File: config.mk
export PLATFORM = sky130hd
export DESIGN_NAME = write_channel_arbiter
export DESIGN_NICKNAME = d
export VERILOG_FILES = /design/src/rtl/write_channel_arbiter.sv
export SDC_FILE = /design/constraint.sdc
export NUM_CORES = 1
export LEC_CHECK = 0
export BUFFER_PORTS_ARGS = -buffer_cell sky130_fd_sc_hd__buf_2
export CAP_MARGIN = 10
export CORE_MARGIN = 8
export CORE_UTILIZATION = 33
export CTS_BUF_LIST = sky130_fd_sc_hd__clkbuf_8 sky130_fd_sc_hd__clkbuf_16
export CTS_CLUSTER_SIZE = 20
export DETAILED_ROUTE_END_ITERATION = 12
export PLACE_DENSITY = 0.61
export SLEW_MARGIN = 30
export SYNTH_ARGS = -nofsm -noshare
export SYNTH_HDL_FRONTEND = slang
export SYNTH_SLANG_ARGS = --single-unit
File: constraint.sdc
create_clock -name clk -period 2.4 [get_ports clk]
set_input_delay 0.48 -clock clk [delete_from_list [all_inputs] [get_ports clk]]
set_output_delay 0.48 -clock clk [all_outputs]
set_load 0.02 [all_outputs]
File: src/rtl/write_channel_arbiter.sv
// Round-robin arbiter sharing one native write-channel port between N_REQ
// requesters. One write in flight; payload latched at grant and held until
// the channel signals completion on wr_ready.
module write_channel_arbiter #(
  parameter int ADDR_W = 30,
  parameter int DATA_W = 32,
  parameter int NBYTES = DATA_W/8,
  parameter int N_REQ  = 2,
  parameter int ID_W   = ($clog2(N_REQ) > 0) ? $clog2(N_REQ) : 1
) (
  input  logic                    clk,
  input  logic                    reset,
  input  logic [N_REQ-1:0]        req_valid,
  input  logic [N_REQ*ADDR_W-1:0] req_addr,
  input  logic [N_REQ*DATA_W-1:0] req_wdata,
  input  logic [N_REQ*NBYTES-1:0] req_wstrb,
  output logic [N_REQ-1:0]        req_ready,
  output logic                    wr_valid,
  output logic [ADDR_W-1:0]       wr_addr,
  output logic [DATA_W-1:0]       wr_wdata,
  output logic [NBYTES-1:0]       wr_wstrb,
  input  logic                    wr_ready,
  output logic [ID_W-1:0]         grant_id,
  output logic                    busy
);

  localparam logic [1:0] S_IDLE   = 2'd0;
  localparam logic [1:0] S_LAUNCH = 2'd1;
  localparam logic [1:0] S_WAIT   = 2'd2;

  logic [1:0]        state_q, state_d;
  logic [ID_W-1:0]   grant_q, last_grant_q;
  logic [ADDR_W-1:0] addr_q;
  logic [DATA_W-1:0] wdata_q;
  logic [NBYTES-1:0] wstrb_q;

  // Per-requester payload views of the flattened input buses
  logic [ADDR_W-1:0] addr_a  [N_REQ];
  logic [DATA_W-1:0] wdata_a [N_REQ];
  logic [NBYTES-1:0] wstrb_a [N_REQ];

  for (genvar g = 0; g < N_REQ; g++) begin : g_unpack
    assign addr_a[g]  = req_addr [g*ADDR_W +: ADDR_W];
    assign wdata_a[g] = req_wdata[g*DATA_W +: DATA_W];
    assign wstrb_a[g] = req_wstrb[g*NBYTES +: NBYTES];
  end

  logic            win_found;
  logic [ID_W-1:0] win_idx;
  int              scan_idx;

  // Round-robin pick: first pending requester after the last one served
  always_comb begin
    win_found = 1'b0;
    win_idx   = '0;
    scan_idx  = 0;
    for (int k = 1; k <= N_REQ; k++) begin
      scan_idx = int'(last_grant_q) + k;
      if (scan_idx >= N_REQ) scan_idx = scan_idx - N_REQ;
      if (!win_found && req_valid[scan_idx]) begin
        win_found = 1'b1;
        win_idx   = ID_W'(scan_idx);
      end
    end
  end

  wire grant_now = (state_q == S_IDLE) && win_found && wr_ready;
  wire done_now  = (state_q == S_WAIT) && wr_ready;

  // Next-state: grant only when the channel is idle; LAUNCH lasts one cycle
  always_comb begin
    state_d = state_q;
    case (state_q)
      S_IDLE:   if (grant_now) state_d = S_LAUNCH;
      S_LAUNCH: state_d = S_WAIT;
      S_WAIT:   if (wr_ready) state_d = S_IDLE;
      default:  state_d = S_IDLE;
    endcase
  end

  // State, grant bookkeeping and payload latch (loaded only on grant)
  always_ff @(posedge clk or posedge reset) begin
    if (reset) begin
      state_q      <= S_IDLE;
      grant_q      <= '0;
      last_grant_q <= ID_W'(N_REQ - 1);
      addr_q       <= '0;
      wdata_q      <= '0;
      wstrb_q      <= '0;
    end else begin
      state_q <= state_d;
      if (grant_now) begin
        grant_q <= win_idx;
        addr_q  <= addr_a[win_idx];
        wdata_q <= wdata_a[win_idx];
        wstrb_q <= wstrb_a[win_idx];
      end
      if (done_now) last_grant_q <= grant_q;
    end
  end

  // Completion pulse goes straight back to the owner in the wr_ready cycle
  always_comb begin
    req_ready = '0;
    if (done_now) req_ready[grant_q] = 1'b1;
  end

  assign wr_valid = (state_q == S_LAUNCH);
  assign wr_addr  = addr_q;
  assign wr_wdata = wdata_q;
  assign wr_wstrb = wstrb_q;
  assign grant_id = grant_q;
  assign busy     = (state_q != S_IDLE);

endmodule

==> run summary <==
The run finished with clean final reports. Number of top-level design ports: 208. The via count of the first global-routing pass came out at 3109. The total inserted antenna cells was 0.

Post-layout net count: 584. Summed over all cells, the static leakage comes to 2.02 nW. The number of synthesized register bits was 70; the detail-routed net length per standard cell was 18.3 um.

At the end of the flow the core is filled with cells to 47.2%. The run gives 2949 as the count of vias placed by the detailed router. The die area was 0.0132 mm2; the initial antenna violation count was 0. The min-delay analysis places its worst path in the category input pin to async pin. The logs give 3 for the H-tree depth and 4 for the number of optimization iterations in the first detailed-route pass.

The floorplan has 36 rows. Summing every instance area after synthesis gives 0.00323 mm2. The vias per cell is 5.04, and the largest vdd supply drop is 0.000467 V. The floorplan step set the die width to 115 um.

The run gives 0 as the number of nets still failing antenna checks after routing. The latest clock arrival within the worst-skew pair came out at 0.34 ns. The share of cells above drive strength 1 came out at 61.5%. Once the floorplan was initialized, standard cells occupied 33.5% of the core.

The worst setup path is of the register to primary output kind. For the number of endpoints with negative hold slack in the final report, the log shows 0. In the finished design, the share of the clock period the worst path needs comes to 76.1%. The number of post-CTS setup repair buffers was 0; the hold-fix buffer count after cts was 0. The tools report the aggregate negative setup slack as 0 ns. Global routing finished with a remaining overflow of 0. The number of violations of the max-capacitance limit is 0, and the data required time of the worst path is 1.92 ns. No sink is reached through more buffers than the 2 on the longest clock path. For this run, the top clock speed supported by timing is 548 MHz. The violation count after the first detailed-routing iteration is 188, and the die span in y is 115 um. In this run the power density over the cells is 1200 mW/mm2.

TritonCTS built the clock tree. Input and output buffers added on the ports amount to 207. The startpoint class of the critical path is a register.

For this block, the routed nets add up to 10700 um of wire. The synthesized netlist cell count is 248. Sequential elements use 54.3% of the synthesized area. Setup repair after global routing left no endpoint under its margin. The wire length of the first global-routing pass is 16100 um, and the number of resized instances in the post-cts repair step is 0. The mean area per synthesized cell is 13.0 um2, and the worst slew margin relative to its limit is 65.8%.

For the final count of negative-setup-slack endpoints, the log shows 0. For the finished layout, the period the worst path requires is 1.83 ns. Routability-driven placement finished with a final weighted congestion of 0.772. The transition at the pin with the smallest max-transition slack was 0.513 ns. Global routing used 15.5% of the available tracks.

The maximum fanout along the worst path was 5; the number of buffers inserted during clock tree synthesis was 9. The data arrival time of the critical path came out at 1.35 ns. The cell sitting at the root of the clock tree is a sky130_fd_sc_hd__clkbuf_8. Entering global routing, the biggest net connects 71 pins. Compared with the post-synthesis result, the final layout area differs by 41.1%.

The number of nets handed over by synthesis was 385. The clock arrives with 0.0107 ns of skew. For the detailed-placement wirelength estimate, the log shows 7790 um. For the core area, the log shows 0.00964 mm2.

The tools report the type of destination of the critical path as a primary output. The run gives 0 as the remaining routing DRC violations. For the number of sinks driven by the clock tree, the log shows 70.

The clock edge transition at the registers on the reported setup and hold paths is 0.08 ns. During synthesis, Yosys emitted a total of 0 warnings. In this run, distinct cell masters in the synthesized netlist total 20. The max-slew violation count came out at 0.
-- worst max-delay path, stage by stage, from the launching register on --
cell	delay (ns)
sky130_fd_sc_hd__dfrtp_1	0.42
sky130_fd_sc_hd__nor2b_1	0.22
sky130_fd_sc_hd__and3_1	0.21
sky130_fd_sc_hd__buf_2	0.17
-- layout by cell type, fill, tap and decap left out, drive strengths merged --
| cell | netlist | final |
|---|---|---|
| buf | 15 | 216 |
| dfrtp | 69 | 69 |
| or3 | 66 | 66 |
| o221a | 66 | 66 |
| clkbuf | 13 | 11 |
| nand2 | 4 | 4 |
| clkinvlp | 0 | 3 |
| nor2b | 3 | 3 |
| a21o | 2 | 2 |
| inv | 2 | 2 |
| nor3b | 1 | 1 |
| o21a | 1 | 1 |
| nand3 | 1 | 1 |
| nand4bb | 1 | 1 |
| nor2 | 1 | 1 |
| or2 | 1 | 1 |
| and3 | 1 | 1 |
| clkinv | 0 | 1 |
| bufinv | 0 | 1 |
| dfstp | 1 | 1 |
-- report_power, final --
group | switching, mW | internal, mW
Sequential | 0.304 | 1.72
Combinational | 1.37 | 1.06
Clock | 0.459 | 0.535
Total | 2.14 | 3.32
-- state kept, by name, indices dropped and copies added (netlist names) --
name	cells
wr_wstrb	4
wr_addr	30
grant_id	1
wr_wdata	32
state_q	2
last_grant_q	1
-- stage by stage --
step | setup slack (ns) | cell area [um2] | cells | hold slack [ns] | power, mW
6_report | 0.574 | 4550 | 585 | 0.192 | 5.46
5_1_grt | 0.461 | 4550 | 585 | 0.228 | 5.75
4_1_cts | 0.542 | 4550 | 585 | 0.213 | 5.54
3_5_place_dp | 0.390 | 4340 | 569 | 0.521 | 4.52
3_3_place_gp | 0.421 | 4340 | 569 | 0.529 | 4.48
2_1_floorplan | 0.153 | 3230 | 248 | 0.501 | 3.61
-- kinds of logic (layout without fill, tap and decap cells) --
| group | after synthesis | count (layout) | share of synthesized area [%] |
|---|---|---|---|
| AOI/OAI and AO/OA | 69 | 69 | 23.7 |
| buffers and inverters | 30 | 234 | 6.05 |
| DFF | 70 | 70 | 54.3 |
| and+or+nand+nor | 79 | 79 | 15.9 |
-- final timing paths --
path / start / end / slack [ns] / cells after the start
min: reset / wr_addr[4]$_DFFE_PP0P_ / 0.19 / 3
max: state_q[1]$_DFFE_PP0P_ / req_ready[1] / 0.57 / 3
max reg2reg: state_q[0]$_DFFE_PP0P_ / wr_wdata[28]$_DFFE_PP0P_ / 0.60 / 4
max in group asynchronous: reset / last_grant_q$_DFFE_PP1P_ / 1.85 / 3
min in group clk: req_wdata[46] / wr_wdata[14]$_DFFE_PP0P_ / 0.39 / 2
min reg2reg: grant_id$_DFFE_PP0P_ / grant_id$_DFFE_PP0P_ / 0.54 / 2
-- metal layers --
layer	GRT usage (%)	up-vias	share of wire [%]
li1	-	1397	-
met1	18.8	1404	41
met2	25.0	134	48
met3	5.15	14	9.1
met4	6.13	0	1.6
met5	0	-	0
-- synthesized netlist by cell type --
master / number / area, um2
sky130_fd_sc_hd__a21o_1: 2 / 15.0
sky130_fd_sc_hd__and3_1: 1 / 6.26
sky130_fd_sc_hd__buf_2: 5 / 25.0
sky130_fd_sc_hd__buf_6: 10 / 113
sky130_fd_sc_hd__clkbuf_1: 12 / 45.0
sky130_fd_sc_hd__clkbuf_2: 1 / 5.00
sky130_fd_sc_hd__dfrtp_1: 69 / 1730
sky130_fd_sc_hd__dfstp_2: 1 / 26.3
sky130_fd_sc_hd__inv_1: 2 / 7.51
sky130_fd_sc_hd__nand2_1: 4 / 15.0
sky130_fd_sc_hd__nand3_2: 1 / 10.0
sky130_fd_sc_hd__nand4bb_4: 1 / 27.5
sky130_fd_sc_hd__nor2_1: 1 / 3.75
sky130_fd_sc_hd__nor2b_1: 3 / 18.8
sky130_fd_sc_hd__nor3b_2: 1 / 12.5
sky130_fd_sc_hd__o21a_1: 1 / 7.51
sky130_fd_sc_hd__o221a_1: 28 / 315
sky130_fd_sc_hd__o221a_2: 38 / 428
sky130_fd_sc_hd__or2_2: 1 / 6.26
sky130_fd_sc_hd__or3_1: 66 / 413
-- final cells by class --
cell class | instances | area, um2
timing repair buffer | 216 | 1130
multi-input combinational | 148 | 1290
tap | 133 | 166
fill | 944 | 5090
clock inverter | 5 | 57.6
inverter | 2 | 7.51
clock buffer | 11 | 151
sequential | 70 | 1750
No activity file was read; power rests on OpenSTA's default activity.
